File: config.mk
export PLATFORM = sky130hd
export DESIGN_NAME = req_debounce_latch_flat
export DESIGN_NICKNAME = d
export VERILOG_FILES = /design/src/rtl/req_debounce_latch_if.sv /design/src/rtl/req_debounce_latch.sv /design/src/flat_wrapper.sv
export SDC_FILE = /design/constraint.sdc
export NUM_CORES = 1
export LEC_CHECK = 0
export ABC_CLOCK_PERIOD_IN_PS = 2490
export BUFFER_PORTS_ARGS = -buffer_cell sky130_fd_sc_hd__buf_4
export CORE_MARGIN = 3
export CORE_UTILIZATION = 59
export CTS_CLUSTER_SIZE = 30
export DETAILED_ROUTE_END_ITERATION = 10
export PLACE_DENSITY = 0.78
export SETUP_SLACK_MARGIN = 0.15
export SYNTH_ARGS = -nofsm -noshare
export SYNTH_HDL_FRONTEND = slang
export SYNTH_SLANG_ARGS = --single-unit
File: constraint.sdc
create_clock -name clk -period 2.49 [get_ports clk]
set_input_delay 0.1245 -clock clk [delete_from_list [all_inputs] [get_ports clk]]
set_output_delay 0.1245 -clock clk [all_outputs]
set_load 0.03 [all_outputs]
File: src/rtl/req_debounce_latch_if.sv
// Request front-end bus: raw request lines and acknowledge in,
// debounced levels, sticky pending/overrun vectors and ack error out.
interface req_debounce_latch_if;
    logic [3:0] raw_in;
    logic       ack;
    logic [1:0] ack_idx;
    logic       clr_overrun;
    logic [3:0] pending;
    logic       any_pending;
    logic [3:0] clean;
    logic [3:0] overrun;
    logic       ack_err;

    // Driver side: supplies requests and acknowledges, observes state.
    modport master (
        output raw_in,
        output ack,
        output ack_idx,
        output clr_overrun,
        input  pending,
        input  any_pending,
        input  clean,
        input  overrun,
        input  ack_err
    );

    // Block side: consumes requests and acknowledges, presents state.
    modport slave (
        input  raw_in,
        input  ack,
        input  ack_idx,
        input  clr_overrun,
        output pending,
        output any_pending,
        output clean,
        output overrun,
        output ack_err
    );
endinterface

File: src/rtl/req_debounce_latch.sv
// Four-channel request front-end for the 4-to-2 priority encoder.
// Each raw line is double-flop synchronized, debounced with its own
// counter, and every debounced rising edge becomes a sticky pending bit.
// Pending bits are retired by an acknowledge carrying the encoded index.
// Presses landing on an already pending bit raise a sticky overrun flag.
module req_debounce_latch #(
    parameter int unsigned DB_CYCLES = 16,
    parameter int unsigned CNT_W     = 16
) (
    input  logic                 clk,
    input  logic                 rst,
    req_debounce_latch_if.slave  bus
);

    localparam logic [CNT_W-1:0] CNT_ZERO = {CNT_W{1'b0}};
    localparam logic [CNT_W-1:0] CNT_ONE  = {{(CNT_W-1){1'b0}}, 1'b1};
    localparam logic [CNT_W-1:0] CNT_LAST = CNT_W'(DB_CYCLES - 32'd1);

    // One-hot decode of the acknowledged index.
    function automatic logic [3:0] idx_onehot(input logic [1:0] idx);
        logic [3:0] oh;
        case (idx)
            2'd0:    oh = 4'b0001;
            2'd1:    oh = 4'b0010;
            2'd2:    oh = 4'b0100;
            2'd3:    oh = 4'b1000;
            default: oh = 4'b0000;
        endcase
        return oh;
    endfunction

    // Registered state
    logic [3:0]       sync1_r;
    logic [3:0]       sync2_r;
    logic [3:0]       clean_r;
    logic [CNT_W-1:0] cnt_r [4];
    logic [3:0]       pending_r;
    logic [3:0]       overrun_r;
    logic             ack_err_r;

    // Next-state / decode
    logic [CNT_W-1:0] cnt_nxt_s [4];
    logic [3:0]       clean_nxt_s;
    logic [3:0]       press_s;
    logic [3:0]       ack_hit_s;
    logic [3:0]       pending_nxt_s;
    logic [3:0]       ovr_set_s;
    logic [3:0]       overrun_nxt_s;
    logic             ack_err_nxt_s;

    // Two-flop synchronizer per request line; only the second stage is used.
    always_ff @(posedge clk) begin
        if (rst) begin
            sync1_r <= 4'b0000;
            sync2_r <= 4'b0000;
        end else begin
            sync1_r <= bus.raw_in;
            sync2_r <= sync1_r;
        end
    end

    // Debounce: count consecutive cycles of disagreement, toggle on the last one.
    always_comb begin
        clean_nxt_s = clean_r;
        press_s     = 4'b0000;
        for (int i = 0; i < 4; i++) begin
            cnt_nxt_s[i] = CNT_ZERO;
            if (sync2_r[i] == clean_r[i]) begin
                cnt_nxt_s[i] = CNT_ZERO;
            end else if (cnt_r[i] == CNT_LAST) begin
                cnt_nxt_s[i]   = CNT_ZERO;
                clean_nxt_s[i] = sync2_r[i];
                // Only a 0->1 toggle is a press; releases produce no event.
                press_s[i]     = sync2_r[i];
            end else begin
                cnt_nxt_s[i] = cnt_r[i] + CNT_ONE;
            end
        end
    end

    // Debounced level and per-bit counters.
    always_ff @(posedge clk) begin
        if (rst) begin
            clean_r <= 4'b0000;
            for (int i = 0; i < 4; i++) begin
                cnt_r[i] <= CNT_ZERO;
            end
        end else begin
            clean_r <= clean_nxt_s;
            for (int i = 0; i < 4; i++) begin
                cnt_r[i] <= cnt_nxt_s[i];
            end
        end
    end

    // Acknowledge decode: which bit, if any, the current strobe targets.
    always_comb begin
        if (bus.ack) begin
            ack_hit_s = idx_onehot(bus.ack_idx);
        end else begin
            ack_hit_s = 4'b0000;
        end
    end

    // Pending/overrun next state: a press always wins over a same-cycle ack.
    always_comb begin
        pending_nxt_s = pending_r;
        ovr_set_s     = 4'b0000;
        for (int i = 0; i < 4; i++) begin
            if (press_s[i]) begin
                pending_nxt_s[i] = 1'b1;
                ovr_set_s[i]     = pending_r[i] & ~ack_hit_s[i];
            end else if (ack_hit_s[i] && pending_r[i]) begin
                pending_nxt_s[i] = 1'b0;
            end else begin
                pending_nxt_s[i] = pending_r[i];
            end
        end
        // A fresh overrun survives a simultaneous clear.
        if (bus.clr_overrun) begin
            overrun_nxt_s = ovr_set_s;
        end else begin
            overrun_nxt_s = overrun_r | ovr_set_s;
        end
    end

    // Ack error: strobe aimed at a bit that is not currently pending.
    always_comb begin
        if (bus.ack) begin
            ack_err_nxt_s = ~pending_r[bus.ack_idx];
        end else begin
            ack_err_nxt_s = 1'b0;
        end
    end

    // Registered request state and error pulse.
    always_ff @(posedge clk) begin
        if (rst) begin
            pending_r <= 4'b0000;
            overrun_r <= 4'b0000;
            ack_err_r <= 1'b0;
        end else begin
            pending_r <= pending_nxt_s;
            overrun_r <= overrun_nxt_s;
            ack_err_r <= ack_err_nxt_s;
        end
    end

    assign bus.pending     = pending_r;
    assign bus.any_pending = |pending_r;
    assign bus.clean       = clean_r;
    assign bus.overrun     = overrun_r;
    assign bus.ack_err     = ack_err_r;

endmodule

File: src/flat_wrapper.sv
// flat-port wrapper written by rule: the top's interface ports become plain ports
module req_debounce_latch_flat 
#(
    parameter int unsigned DB_CYCLES = 16,
    parameter int unsigned CNT_W     = 16
)
  (clk, rst, bus_raw_in, bus_ack, bus_ack_idx, bus_clr_overrun, bus_pending, bus_any_pending, bus_clean, bus_overrun, bus_ack_err);
  req_debounce_latch_if bus_i ();
  input  logic clk;
  input  logic rst;
  input wire logic [$bits(bus_i.raw_in)-1:0] bus_raw_in;
  input wire logic [$bits(bus_i.ack)-1:0] bus_ack;
  input wire logic [$bits(bus_i.ack_idx)-1:0] bus_ack_idx;
  input wire logic [$bits(bus_i.clr_overrun)-1:0] bus_clr_overrun;
  output wire logic [$bits(bus_i.pending)-1:0] bus_pending;
  output wire logic [$bits(bus_i.any_pending)-1:0] bus_any_pending;
  output wire logic [$bits(bus_i.clean)-1:0] bus_clean;
  output wire logic [$bits(bus_i.overrun)-1:0] bus_overrun;
  output wire logic [$bits(bus_i.ack_err)-1:0] bus_ack_err;
  assign bus_i.raw_in = bus_raw_in;
  assign bus_i.ack = bus_ack;
  assign bus_i.ack_idx = bus_ack_idx;
  assign bus_i.clr_overrun = bus_clr_overrun;
  assign bus_pending = bus_i.pending;
  assign bus_any_pending = bus_i.any_pending;
  assign bus_clean = bus_i.clean;
  assign bus_overrun = bus_i.overrun;
  assign bus_ack_err = bus_i.ack_err;
  req_debounce_latch #(.DB_CYCLES(DB_CYCLES), .CNT_W(CNT_W)) u_core (.clk(clk), .rst(rst), .bus(bus_i));
endmodule
==> results.yml, run 1 <==
worst_hold_path:
  worstHoldPathType: "in -> reg"
  hold-path-cell-count: 2
  hold_path_end: "u_core.sync1_r[1]"
  worst_hold_startpoint: "bus_raw_in[1]"
worst_setup_path:
  critical_path_peak_fanout: 7
  setup.worst_path.end_class: "flop"
  cp_cell_sequence: "ha_1, nand3_1, nand4b_1, or3b_2, o31ai_1"
  worstSetupPathType: "reg -> reg"
  cp_data_required_time_ns: 2.75
  crit_buf_inv: 0
  timing.critical_path.slowest_stage_cell: "sky130_fd_sc_hd__or3b_2"
  critical-path-top-delay-family: "simple AND/OR/NAND/NOR gates"
  reg2reg_slack_ns: 0.45
  setup.worst_path.start: "u_core.cnt_r[0][0]"
  arrival_ns: 2.30
  startpoint_type: "flop"
  reg2regPathDepth: 5
  critical-path-max-stage-delay_ns: 0.56
  crit-reg2reg-capture: "u_core.bus.overrun[0]"
  reg2reg_from: "u_core.cnt_r[0][0]"
power_and_ir_drop:
  pwr_density_cell_mw_per_mm2: 620
  worst_ir_drop_vdd_uv: 430
  power.static_leakage_nw: 1.27
floorplanning:
  dieArea_mm2: 0.00701
  die_height_um: 83.7
  die_x_um: 83.7
  core_region_area_mm2: 0.00568
  initial_utilization: 0.628
  floorplan.rows: 27
  top_level_ports: 24
global_routing:
  grt_util_all_layers: 0.208
  maximum_number_of_pins_on_one_net_before_global_route_repair: 32
  grt_antenna_before_repair: 0
  wire_length_of_the_first_global_routing_pass_um: 12100
  grt_pass1_vias: 2768
  grt_remaining_overflow: 0
clock_tree:
  clock_insertion_delay_worst_skew_ns: 0.34
  cts_inserted_buffers: 9
  max-clock-path-buffers: 2
  numClockSinks: 85
  worst_path_clk_slew_ns: 0.08
  clockRootBuffer: "sky130_fd_sc_hd__clkbuf_8"
  post-cts-setup-buffers: 0
  cts-htree-levels: 3
  ctsResizeCount: 0
  cts_tree: "built"
route:
  dr_total_vias: 2751
  final_antenna_net_count: 0
  wl_met3_um: 312
  detail_route.wirelength_um: 6750
  top_layer_used: "met4"
  total_met2_wirelength_after_detailed_routing_um: 3350
  routedLengthMet1_um: 3050
  detail_route.drc_violations: 0
  number_of_drc_markers_in_iteration_0: 130
  drt-pass1-iter-count: 4
  wl_per_cell_um: 13.5
  vias_per_cell: 5.50
logic_synthesis:
  synth.area.top_cells: "sky130_fd_sc_hd__dfxtp_1 (48%), sky130_fd_sc_hd__xnor2_1 (13%), sky130_fd_sc_hd__nor2_1 (8.5%)"
  synthesized_area_fraction_occupied_by_ao_oa_aoi_and_oai_cells: 0.0263
  synth_largest_area_cell: "sky130_fd_sc_hd__dfxtp_1"
  synth-edff-count: 0
  post_synthesis_instance_area_mm2: 0.00356
  synth_xor_xnor_area_share: 0.143
  async_reset_ff_frac: 0
  synth_seq_cells: 85
  synth-simple-area-share: 0.289
  synthesis.yosys.warnings: 0
  avgSynthCellArea_um2: 9.06
  largest_family_of_logic_cells_by_synthesized_area: "simple AND/OR/NAND/NOR gates"
  synth.area.mux_share: 0.0176
  post_synth_num_cell_types: 31
  synth.net_count: 407
  synth-main-ff-cell: "sky130_fd_sc_hd__dfxtp_1"
  area_share_of_the_largest_cell_type_after_synthesis: 0.478
  post_synth_inst_count: 393
  synth_sequential_area_ratio: 0.478
  yosys.area_share.adder: 0.0140
sta:
  setup_violations: 0
  fmax_mhz: 490
  final.setup.tns_ns: 0
  hold_violations: 0
  final.setup.worst_slack_ns: 0.451
  fin_crit_sh: 0.819
  rsz0062_at_grt: "no"
  holdWs_ns: 0.0317
  min_period_ns: 2.04
  slew_headroom: 0.652
  maxSlewViolCount: 0
  max_slew.worst_pin.slew_ns: 0.523
  finClkSkew_ns: 0.00437
finish:
  final_area_mm2: 0.00403
  commonest_non_fill_non_tap_cell_in_the_layout: "sky130_fd_sc_hd__dfxtp_1"
  finish.net_count: 437
  filler_cell_count: 477
  layout.cells.most_common_list: "sky130_fd_sc_hd__dfxtp_1 (85), sky130_fd_sc_hd__nor2_1 (81), sky130_fd_sc_hd__xnor2_1 (54), sky130_fd_sc_hd__buf_4 (25)"
  number_of_standard_cells_in_the_layout_taps_in_and_fillers_out: 500
  layout-area-overhead-vs-synth_pct: 13.2
  multi_input_area_mm2: 0.00174
  antenna_cells: 0
  seq_area_mm2: 0.00170
  post_route_cells_drive_above_1_share: 0.114
placement:
  place_worst_setup_slack_ns: 0.502
  post-place-cells: 481
  gp_congestion: 0.845
  port_buffers: 23
  dp.final_hpwl_um: 4490
  place_area_mm2: 0.00378
status:
  run_status: "complete, no violations"
run:
  max_cap_violations: 0
-- metrics by stage --
stage                     total power [mW]   util
after floorplan                       1.43      -
after global placement                1.45  0.665
after detailed placement              1.45  0.665
after CTS                             2.52  0.711
after global routing                  2.60  0.711
final                                 2.50  0.711
-- kinds of logic (layout without fill, tap and decap cells) --
logic type	after synthesis	count (layout)
AO/OA/AOI/OAI	16	16
XOR/XNOR	58	58
adder cells (fa/ha/maj)	4	4
buffers and inverters	23	58
flip-flops	85	85
multiplexers	5	5
AND/OR/NAND/NOR	202	202
-- area by class of cell --
type                            count  area share
Tap cell                           72      0.0223
Multi-Input combinational cell    285       0.433
Timing Repair Buffer               28      0.0540
Sequential cell                    85       0.422
Inverter                           14      0.0130
Clock inverter                      3      0.0168
Clock buffer                       13      0.0394
-- Yosys cell counts, types with 5 or more instances --
cell type	n
sky130_fd_sc_hd__a21oi_1	6
sky130_fd_sc_hd__or3b_2	5
sky130_fd_sc_hd__inv_1	14
sky130_fd_sc_hd__nor2_1	81
sky130_fd_sc_hd__o21ai_0	5
sky130_fd_sc_hd__dfxtp_1	85
sky130_fd_sc_hd__nor3_1	17
sky130_fd_sc_hd__nand2_1	19
sky130_fd_sc_hd__or4_1	7
sky130_fd_sc_hd__nand4_1	13
sky130_fd_sc_hd__nor2b_1	8
sky130_fd_sc_hd__xnor2_1	54
sky130_fd_sc_hd__nand3_1	18
sky130_fd_sc_hd__nor4_1	19
-- report_power, final --
| part | leakage (nW) | internal, mW | switching (mW) |
|---|---|---|---|
| combinational | 0.476 | 0.0221 | 0.0261 |
| sequential | 0.687 | 1.37 | 0.00519 |
| clock | 0.110 | 0.621 | 0.457 |
-- worst max path at each step --
stage / endpoint / slack (ns) / cells past startpoint
finish: u_core.bus.overrun[0] / 0.45 / 5
global route: u_core.bus.overrun[0] / 0.28 / 5
CTS: u_core.cnt_r[0][28] / 0.44 / 4
detailed placement: u_core.cnt_r[0][40] / 0.50 / 4
global placement: u_core.bus.overrun[0] / 0.54 / 5
floorplan: u_core.bus.overrun[0] / 0.74 / 5
-- state kept, by name, indices dropped and copies added (netlist names) --
| register | count |
|---|---|
| u_core.bus.overrun | 4 |
| u_core.bus.clean | 4 |
| u_core.bus.ack_err | 1 |
| u_core.sync2_r | 4 |
| u_core.cnt_r | 64 |
| u_core.bus.pending | 4 |
| u_core.sync1_r | 4 |
-- worst register-to-register path, cell delays in order (launching register included) --
cell	delay, ns
sky130_fd_sc_hd__dfxtp_1	0.38
sky130_fd_sc_hd__ha_1	0.20
sky130_fd_sc_hd__nand3_1	0.25
sky130_fd_sc_hd__nand4b_1	0.37
sky130_fd_sc_hd__or3b_2	0.56
sky130_fd_sc_hd__o31ai_1	0.20
-- routing by layer --
metal  track usage  up-vias
met5             0        -
met4        0.0614        0
met3        0.0592        6
met2         0.354       47
met1         0.256     1295
li1              -     1403
-- what timing repair did --
action,in CTS,in global routing
hold buffers,3,0
endpoints found under the setup margin,0,0
hold endpoints to repair,3,0
No activity file was read; power rests on OpenSTA's default activity.
==> inputs of run 2 (changes only) <==
--- a/config.mk
+++ b/config.mk
@@ -5,7 +5,7 @@
 export SDC_FILE = /design/constraint.sdc
 export NUM_CORES = 1
 export LEC_CHECK = 0
-export ABC_CLOCK_PERIOD_IN_PS = 2490
+export ABC_CLOCK_PERIOD_IN_PS = 1900
 export BUFFER_PORTS_ARGS = -buffer_cell sky130_fd_sc_hd__buf_4
 export CORE_MARGIN = 3
 export CORE_UTILIZATION = 59
==> constraint.sdc (replaced) <==
create_clock -name clk -period 1.9 [get_ports clk]
set_input_delay 0.095 -clock clk [delete_from_list [all_inputs] [get_ports clk]]
set_output_delay 0.095 -clock clk [all_outputs]
set_load 0.03 [all_outputs]
==> results.yml, run 2 (same netlist as run 1, synthesis figures left out) <==
status:
  run_status: "complete, no violations"
global_routing:
  grt_antenna_before_repair: 0
  grt_util_all_layers: 0.209
  grt_remaining_overflow: 0
  grt_pass1_vias: 2754
  maximum_number_of_pins_on_one_net_before_global_route_repair: 32
  wire_length_of_the_first_global_routing_pass_um: 12200
worst_hold_path:
  worstHoldPathType: "in -> reg"
worst_setup_path:
  setup.worst_path.start: "u_core.cnt_r[0][45]"
  crit_buf_inv: 1
  reg2regPathDepth: 5
  cp_data_required_time_ns: 2.15
  reg2reg_slack_ns: 0.11
  critical_path_peak_fanout: 8
  arrival_ns: 2.04
  worstSetupPathType: "reg -> reg"
  crit-reg2reg-capture: "u_core.cnt_r[0][41]"
  startpoint_type: "flop"
  critical-path-top-delay-family: "simple AND/OR/NAND/NOR gates"
  timing.critical_path.slowest_stage_cell: "sky130_fd_sc_hd__or4_4"
  setup.worst_path.end_class: "flop"
  reg2reg_from: "u_core.cnt_r[0][45]"
  cp.depth: 5
  cp_cell_sequence: "or4_4, nor4_4, or3_4, clkbuf_16, nor2_2"
  critical-path-max-stage-delay_ns: 0.56
  critical_path.endpoint: "u_core.cnt_r[0][41]"
power_and_ir_drop:
  pwr_density_cell_mw_per_mm2: 741
  worst_ir_drop_vdd_uv: 477
  power.static_leakage_nw: 1.36
clock_tree:
  cts_tree: "built"
  clock_insertion_delay_worst_skew_ns: 0.35
  clockRootBuffer: "sky130_fd_sc_hd__clkbuf_8"
  cts-htree-levels: 3
  cts_inserted_buffers: 9
  worst_path_clk_slew_ns: 0.09
  max-clock-path-buffers: 2
  numClockSinks: 85
route:
  wl_per_cell_um: 13.7
  number_of_drc_markers_in_iteration_0: 124
  dr_total_vias: 2839
  detail_route.wirelength_um: 7040
  drt-pass1-iter-count: 4
  vias_per_cell: 5.52
  final_antenna_net_count: 0
  detail_route.drc_violations: 0
finish:
  post_route_cells_drive_above_1_share: 0.238
  reg_with_most_ffs: "u_core.cnt_r"
  antenna_cells: 0
  number_of_flip_flops_under_the_largest_register_name: 64
  filler_cell_count: 370
  commonest_non_fill_non_tap_cell_in_the_layout: "sky130_fd_sc_hd__dfxtp_1"
  layout-area-overhead-vs-synth_pct: 21.6
  layout.cells.most_common_list: "sky130_fd_sc_hd__dfxtp_1 (74), sky130_fd_sc_hd__nor2_1 (66), sky130_fd_sc_hd__xnor2_1 (54), sky130_fd_sc_hd__buf_4 (35), sky130_fd_sc_hd__nand2_1 (18)"
  finish.net_count: 451
  fin_util: 0.763
placement:
  port_buffers: 23
  dp.final_hpwl_um: 4470
  gp_congestion: 0.821
floorplanning:
  dieArea_mm2: 0.00701
  top_level_ports: 24
  core_region_area_mm2: 0.00568
  die_height_um: 83.7
  initial_utilization: 0.628
  floorplan.rows: 27
  die_x_um: 83.7
run:
  max_cap_violations: 0
sta:
  setup_violations: 0
  rsz0062_at_grt: "yes"
  min_period_ns: 1.79
  hold_violations: 0
  slew_headroom: 0.686
  finClkSkew_ns: 0.0134
  max_slew.worst_pin.slew_ns: 0.470
  fin_crit_sh: 0.941
  final.setup.tns_ns: 0
  fmax_mhz: 559
  maxSlewViolCount: 0
[run 2: worst min-delay path, cell delays in order]
cell and delay [ns]:
sky130_fd_sc_hd__buf_4 0.10, sky130_fd_sc_hd__nor2_1 0.04, sky130_fd_sc_hd__nand2_1 0.05, sky130_fd_sc_hd__o31ai_1 0.05
[run 2: through the flow]
step | hold slack (ns) | setup WS [ns] | cells | instance area [µm²] | total power [mW]
floorplan | 0.223 | 0.158 | 393 | 3570 | 1.88
global placement | 0.305 | 0.153 | 489 | 3870 | 1.90
detailed placement | 0.313 | 0.127 | 489 | 3870 | 1.90
CTS | 0.0306 | 0.150 | 511 | 4150 | 3.23
global route | 0.0331 | 0.0424 | 514 | 4330 | 3.33
finish | 0.0458 | 0.112 | 514 | 4330 | 3.21
[run 2: final cells by class]
cell class | count | area, µm² | share of cell area
sequential | 85 | 1720 | 0.397
clock buffer | 13 | 169 | 0.0390
tap | 72 | 90.1 | 0.0208
inverter | 14 | 52.6 | 0.0121
multi-input combinational | 285 | 1890 | 0.436
clock inverter | 3 | 42.5 | 0.00982
timing repair buffer | 42 | 368 | 0.0849
[run 2: routing by layer]
layer | wire length (µm) | global-route usage
met1 | 3400 | 0.276
met2 | 3270 | 0.330
met3 | 249 | 0.0474
met4 | 119 | 0.0892
met5 | 0 | 0
[run 2: what timing repair did]
action                     CTS  global route
pin swaps                    4            14
gates cloned                 0             1
hold buffers                 4             0
hold endpoints to repair     4             0
setup endpoints to repair   34            68
resized for setup            4            47
setup buffers                2             2
[run 2: how the worst min path moves through the flow]
stage / from / to / slack (ns) / cells after the start
final: bus_clr_overrun / u_core.bus.overrun[3] / 0.05 / 4
after global routing: bus_ack / u_core.bus.ack_err / 0.03 / 2
after global placement: bus_raw_in[2] / u_core.sync1_r[2] / 0.31 / 2
after CTS: bus_clr_overrun / u_core.bus.overrun[3] / 0.03 / 4
after detailed placement: bus_raw_in[0] / u_core.sync1_r[0] / 0.31 / 2
after floorplan: bus_raw_in[0] / u_core.sync1_r[0] / 0.22 / 1
[run 2: power by group]
group | switching (mW) | total (mW) | internal (mW)
Clock | 0.622 | 1.34 | 0.714
Sequential | 0.00648 | 1.79 | 1.79
Combinational | 0.0399 | 0.0785 | 0.0386
==> inputs of run 3 (changes only) <==
--- a/config.mk
+++ b/config.mk
@@ -5,13 +5,15 @@
 export SDC_FILE = /design/constraint.sdc
 export NUM_CORES = 1
 export LEC_CHECK = 0
+export ABC_AREA = 1
 export ABC_CLOCK_PERIOD_IN_PS = 1900
 export BUFFER_PORTS_ARGS = -buffer_cell sky130_fd_sc_hd__buf_4
 export CORE_MARGIN = 3
-export CORE_UTILIZATION = 59
+export CORE_UTILIZATION = 60
+export CTS_CLUSTER_DIAMETER = 150
 export CTS_CLUSTER_SIZE = 30
 export DETAILED_ROUTE_END_ITERATION = 10
-export PLACE_DENSITY = 0.78
+export PLACE_DENSITY = 0.79
 export SETUP_SLACK_MARGIN = 0.15
 export SYNTH_ARGS = -nofsm -noshare
 export SYNTH_HDL_FRONTEND = slang
==> results.yml, run 3 <==
sta:
  slew_headroom: 0.778
  final.setup.tns_ns: 0
  max_slew.worst_pin.slew_ns: 0.331
  setup_violations: 0
  finClkSkew_ns: 0.0108
  hold_violations: 0
  min_period_ns: 1.48
  final.setup.worst_slack_ns: 0.416
  fin_crit_sh: 0.781
  rsz0062_at_grt: "no"
  fmax_mhz: 674
  holdWs_ns: 0.0327
  maxSlewViolCount: 0
finish:
  number_of_flip_flops_under_the_largest_register_name: 64
  finish.net_count: 607
  number_of_standard_cells_in_the_layout_taps_in_and_fillers_out: 675
  post_route_cells_drive_above_1_share: 0.115
  reg_with_most_ffs: "u_core.cnt_r"
  layout-area-overhead-vs-synth_pct: 10.9
  layout.cells.most_common_list: "sky130_fd_sc_hd__nor2_1 (116), sky130_fd_sc_hd__nand2_1 (106), sky130_fd_sc_hd__dfxtp_1 (85), sky130_fd_sc_hd__inv_1 (66), sky130_fd_sc_hd__a21oi_1 (39)"
  commonest_non_fill_non_tap_cell_in_the_layout: "sky130_fd_sc_hd__nor2_1"
  antenna_cells: 0
worst_setup_path:
  cp_cell_sequence: "or4_1, buf_4"
  critical_path_peak_fanout: 3
  critical-path-max-stage-delay_ns: 0.51
  startpoint_type: "flop"
  reg2regPathDepth: 6
  crit-reg2reg-capture: "u_core.cnt_r[0][55]"
  reg2reg_slack_ns: 0.44
  crit_buf_inv: 1
  worstSetupPathType: "reg -> out"
  critical-path-top-delay-family: "simple AND/OR/NAND/NOR gates"
  cp_data_required_time_ns: 1.80
  timing.critical_path.slowest_stage_cell: "sky130_fd_sc_hd__or4_1"
  setup.worst_path.end_class: "primary output"
  arrival_ns: 1.39
  reg2reg_from: "u_core.cnt_r[0][48]"
run:
  max_cap_violations: 0
logic_synthesis:
  synth.top_cells.by_count: "sky130_fd_sc_hd__nor2_1 (116), sky130_fd_sc_hd__nand2_1 (106), sky130_fd_sc_hd__dfxtp_1 (85)"
  avgSynthCellArea_um2: 7.21
  async_reset_ff_frac: 0
  largest_family_of_logic_cells_by_synthesized_area: "simple AND/OR/NAND/NOR gates"
  synth.net_count: 574
  yosys.area_share.adder: 0.0124
  synthesized_area_fraction_occupied_by_ao_oa_aoi_and_oai_cells: 0.0636
  post_synth_inst_count: 560
  post-synth-top-count-cell: "sky130_fd_sc_hd__nor2_1"
  synth.area.top_cells: "sky130_fd_sc_hd__dfxtp_1 (42%), sky130_fd_sc_hd__nor2_1 (11%), sky130_fd_sc_hd__nand2_1 (9.9%)"
  synth_xor_xnor_area_share: 0.0695
  synth-main-ff-cell: "sky130_fd_sc_hd__dfxtp_1"
  synth.area.mux_share: 0
  post_synthesis_instance_area_mm2: 0.00404
  synth_seq_cells: 85
  synth_sequential_area_ratio: 0.422
  synth-edff-count: 0
  area_share_of_the_largest_cell_type_after_synthesis: 0.422
  synth_largest_area_cell: "sky130_fd_sc_hd__dfxtp_1"
  synth-simple-area-share: 0.357
  post_synth_num_cell_types: 27
  synthesis.yosys.warnings: 0
placement:
  dp.final_hpwl_um: 5660
  port_buffers: 23
  gp_congestion: 0.879
  post-place-cells: 654
  place_worst_setup_slack_ns: 0.458
clock_tree:
  cts-htree-levels: 3
  ctsResizeCount: 0
  max-clock-path-buffers: 2
  cts.hold.buffers_added: 5
  clock_insertion_delay_worst_skew_ns: 0.36
  cts_inserted_buffers: 9
  cts_tree: "built"
  worst_path_clk_slew_ns: 0.09
  post-cts-setup-buffers: 0
  numClockSinks: 85
  clockRootBuffer: "sky130_fd_sc_hd__clkbuf_8"
global_routing:
  grt_antenna_before_repair: 0
  global_route.peak_usage_layer: "met2"
  wire_length_of_the_first_global_routing_pass_um: 13000
  grt_pass1_vias: 3078
  grt_util_all_layers: 0.212
  use_met1: 0.267
  grt_util_met2: 0.344
  maximum_number_of_pins_on_one_net_before_global_route_repair: 18
  grt_remaining_overflow: 0
  global_route_track_usage_on_met3: 0.0414
route:
  drt-pass1-iter-count: 5
  number_of_drc_markers_in_iteration_0: 125
  dr_total_vias: 3409
  vias_per_cell: 5.05
  detail_route.drc_violations: 0
  final_antenna_net_count: 0
  wl_per_cell_um: 11.2
  detail_route.wirelength_um: 7550
power_and_ir_drop:
  power_mw: 3.03
  power.static_leakage_nw: 1.59
  worst_ir_drop_vdd_uv: 470
  pwr_density_cell_mw_per_mm2: 677
floorplanning:
  core_region_area_mm2: 0.00642
  die_height_um: 88.0
  floorplan.rows: 29
  dieArea_mm2: 0.00774
  initial_utilization: 0.628
  top_level_ports: 24
  die_x_um: 88.0
worst_hold_path:
  hold_path_end: "u_core.bus.overrun[0]"
  worstHoldPathType: "in -> reg"
  hold-path-cell-count: 2
  worst_hold_startpoint: "rst"
status:
  run_status: "complete, no violations"
[run 3: how the worst max path moves through the flow]
stage                          endpoint  cells past startpoint                   from  slack (ns)
finish                  bus_any_pending                      2  u_core.bus.pending[0]        0.42
global route        u_core.cnt_r[0][63]                      6    u_core.cnt_r[0][48]        0.26
CTS                     bus_any_pending                      2  u_core.bus.pending[0]        0.40
detailed placement  u_core.cnt_r[0][59]                      6    u_core.cnt_r[0][48]        0.46
global placement    u_core.cnt_r[0][58]                      6    u_core.cnt_r[0][48]        0.54
floorplan           u_core.cnt_r[0][39]                      7    u_core.cnt_r[0][32]        0.60
[run 3: worst register-to-register path: cells and delay by family (launching register included)]
family	cells	cell delay, ns
simple gates	5	0.77
fa+ha+maj	1	0.21
flops	1	0.36
[run 3: final cells by class]
type | instances | area, µm²
inverter | 67 | 251
tap | 77 | 96.3
sequential | 85 | 1700
clock inverter | 6 | 48.8
timing repair buffer | 28 | 223
fill | 529 | 1950
multi-input combinational | 402 | 2030
clock buffer | 10 | 128
[run 3: metal layers]
metal | wire [µm] | part of all wire
met5 | 0 | 0
met4 | 162 | 0.021
met3 | 309 | 0.041
met2 | 3500 | 0.46
met1 | 3580 | 0.47
[run 3: logic make-up after synthesis]
kind of cell             after synthesis
adder cells (fa/ha/maj)                4
buffers and inverters                 73
XOR/XNOR                              32
flip-flops                            85
AND/OR/NAND/NOR                      315
AO/OA/AOI/OAI                         51
[run 3: stage by stage]
stage                util  instance area (µm²)
global route        0.697                 4480
detailed placement  0.662                 4250
CTS                 0.697                 4480
global placement    0.662                 4250
finish              0.697                 4480
floorplan               -                 4040
[run 3: power breakdown]
part           switching, mW  leakage, nW  total (mW)  internal, mW
clock network          0.668       0.0791        1.15         0.483
registers            0.00644        0.687        1.80          1.79
logic                 0.0485        0.827      0.0830        0.0345
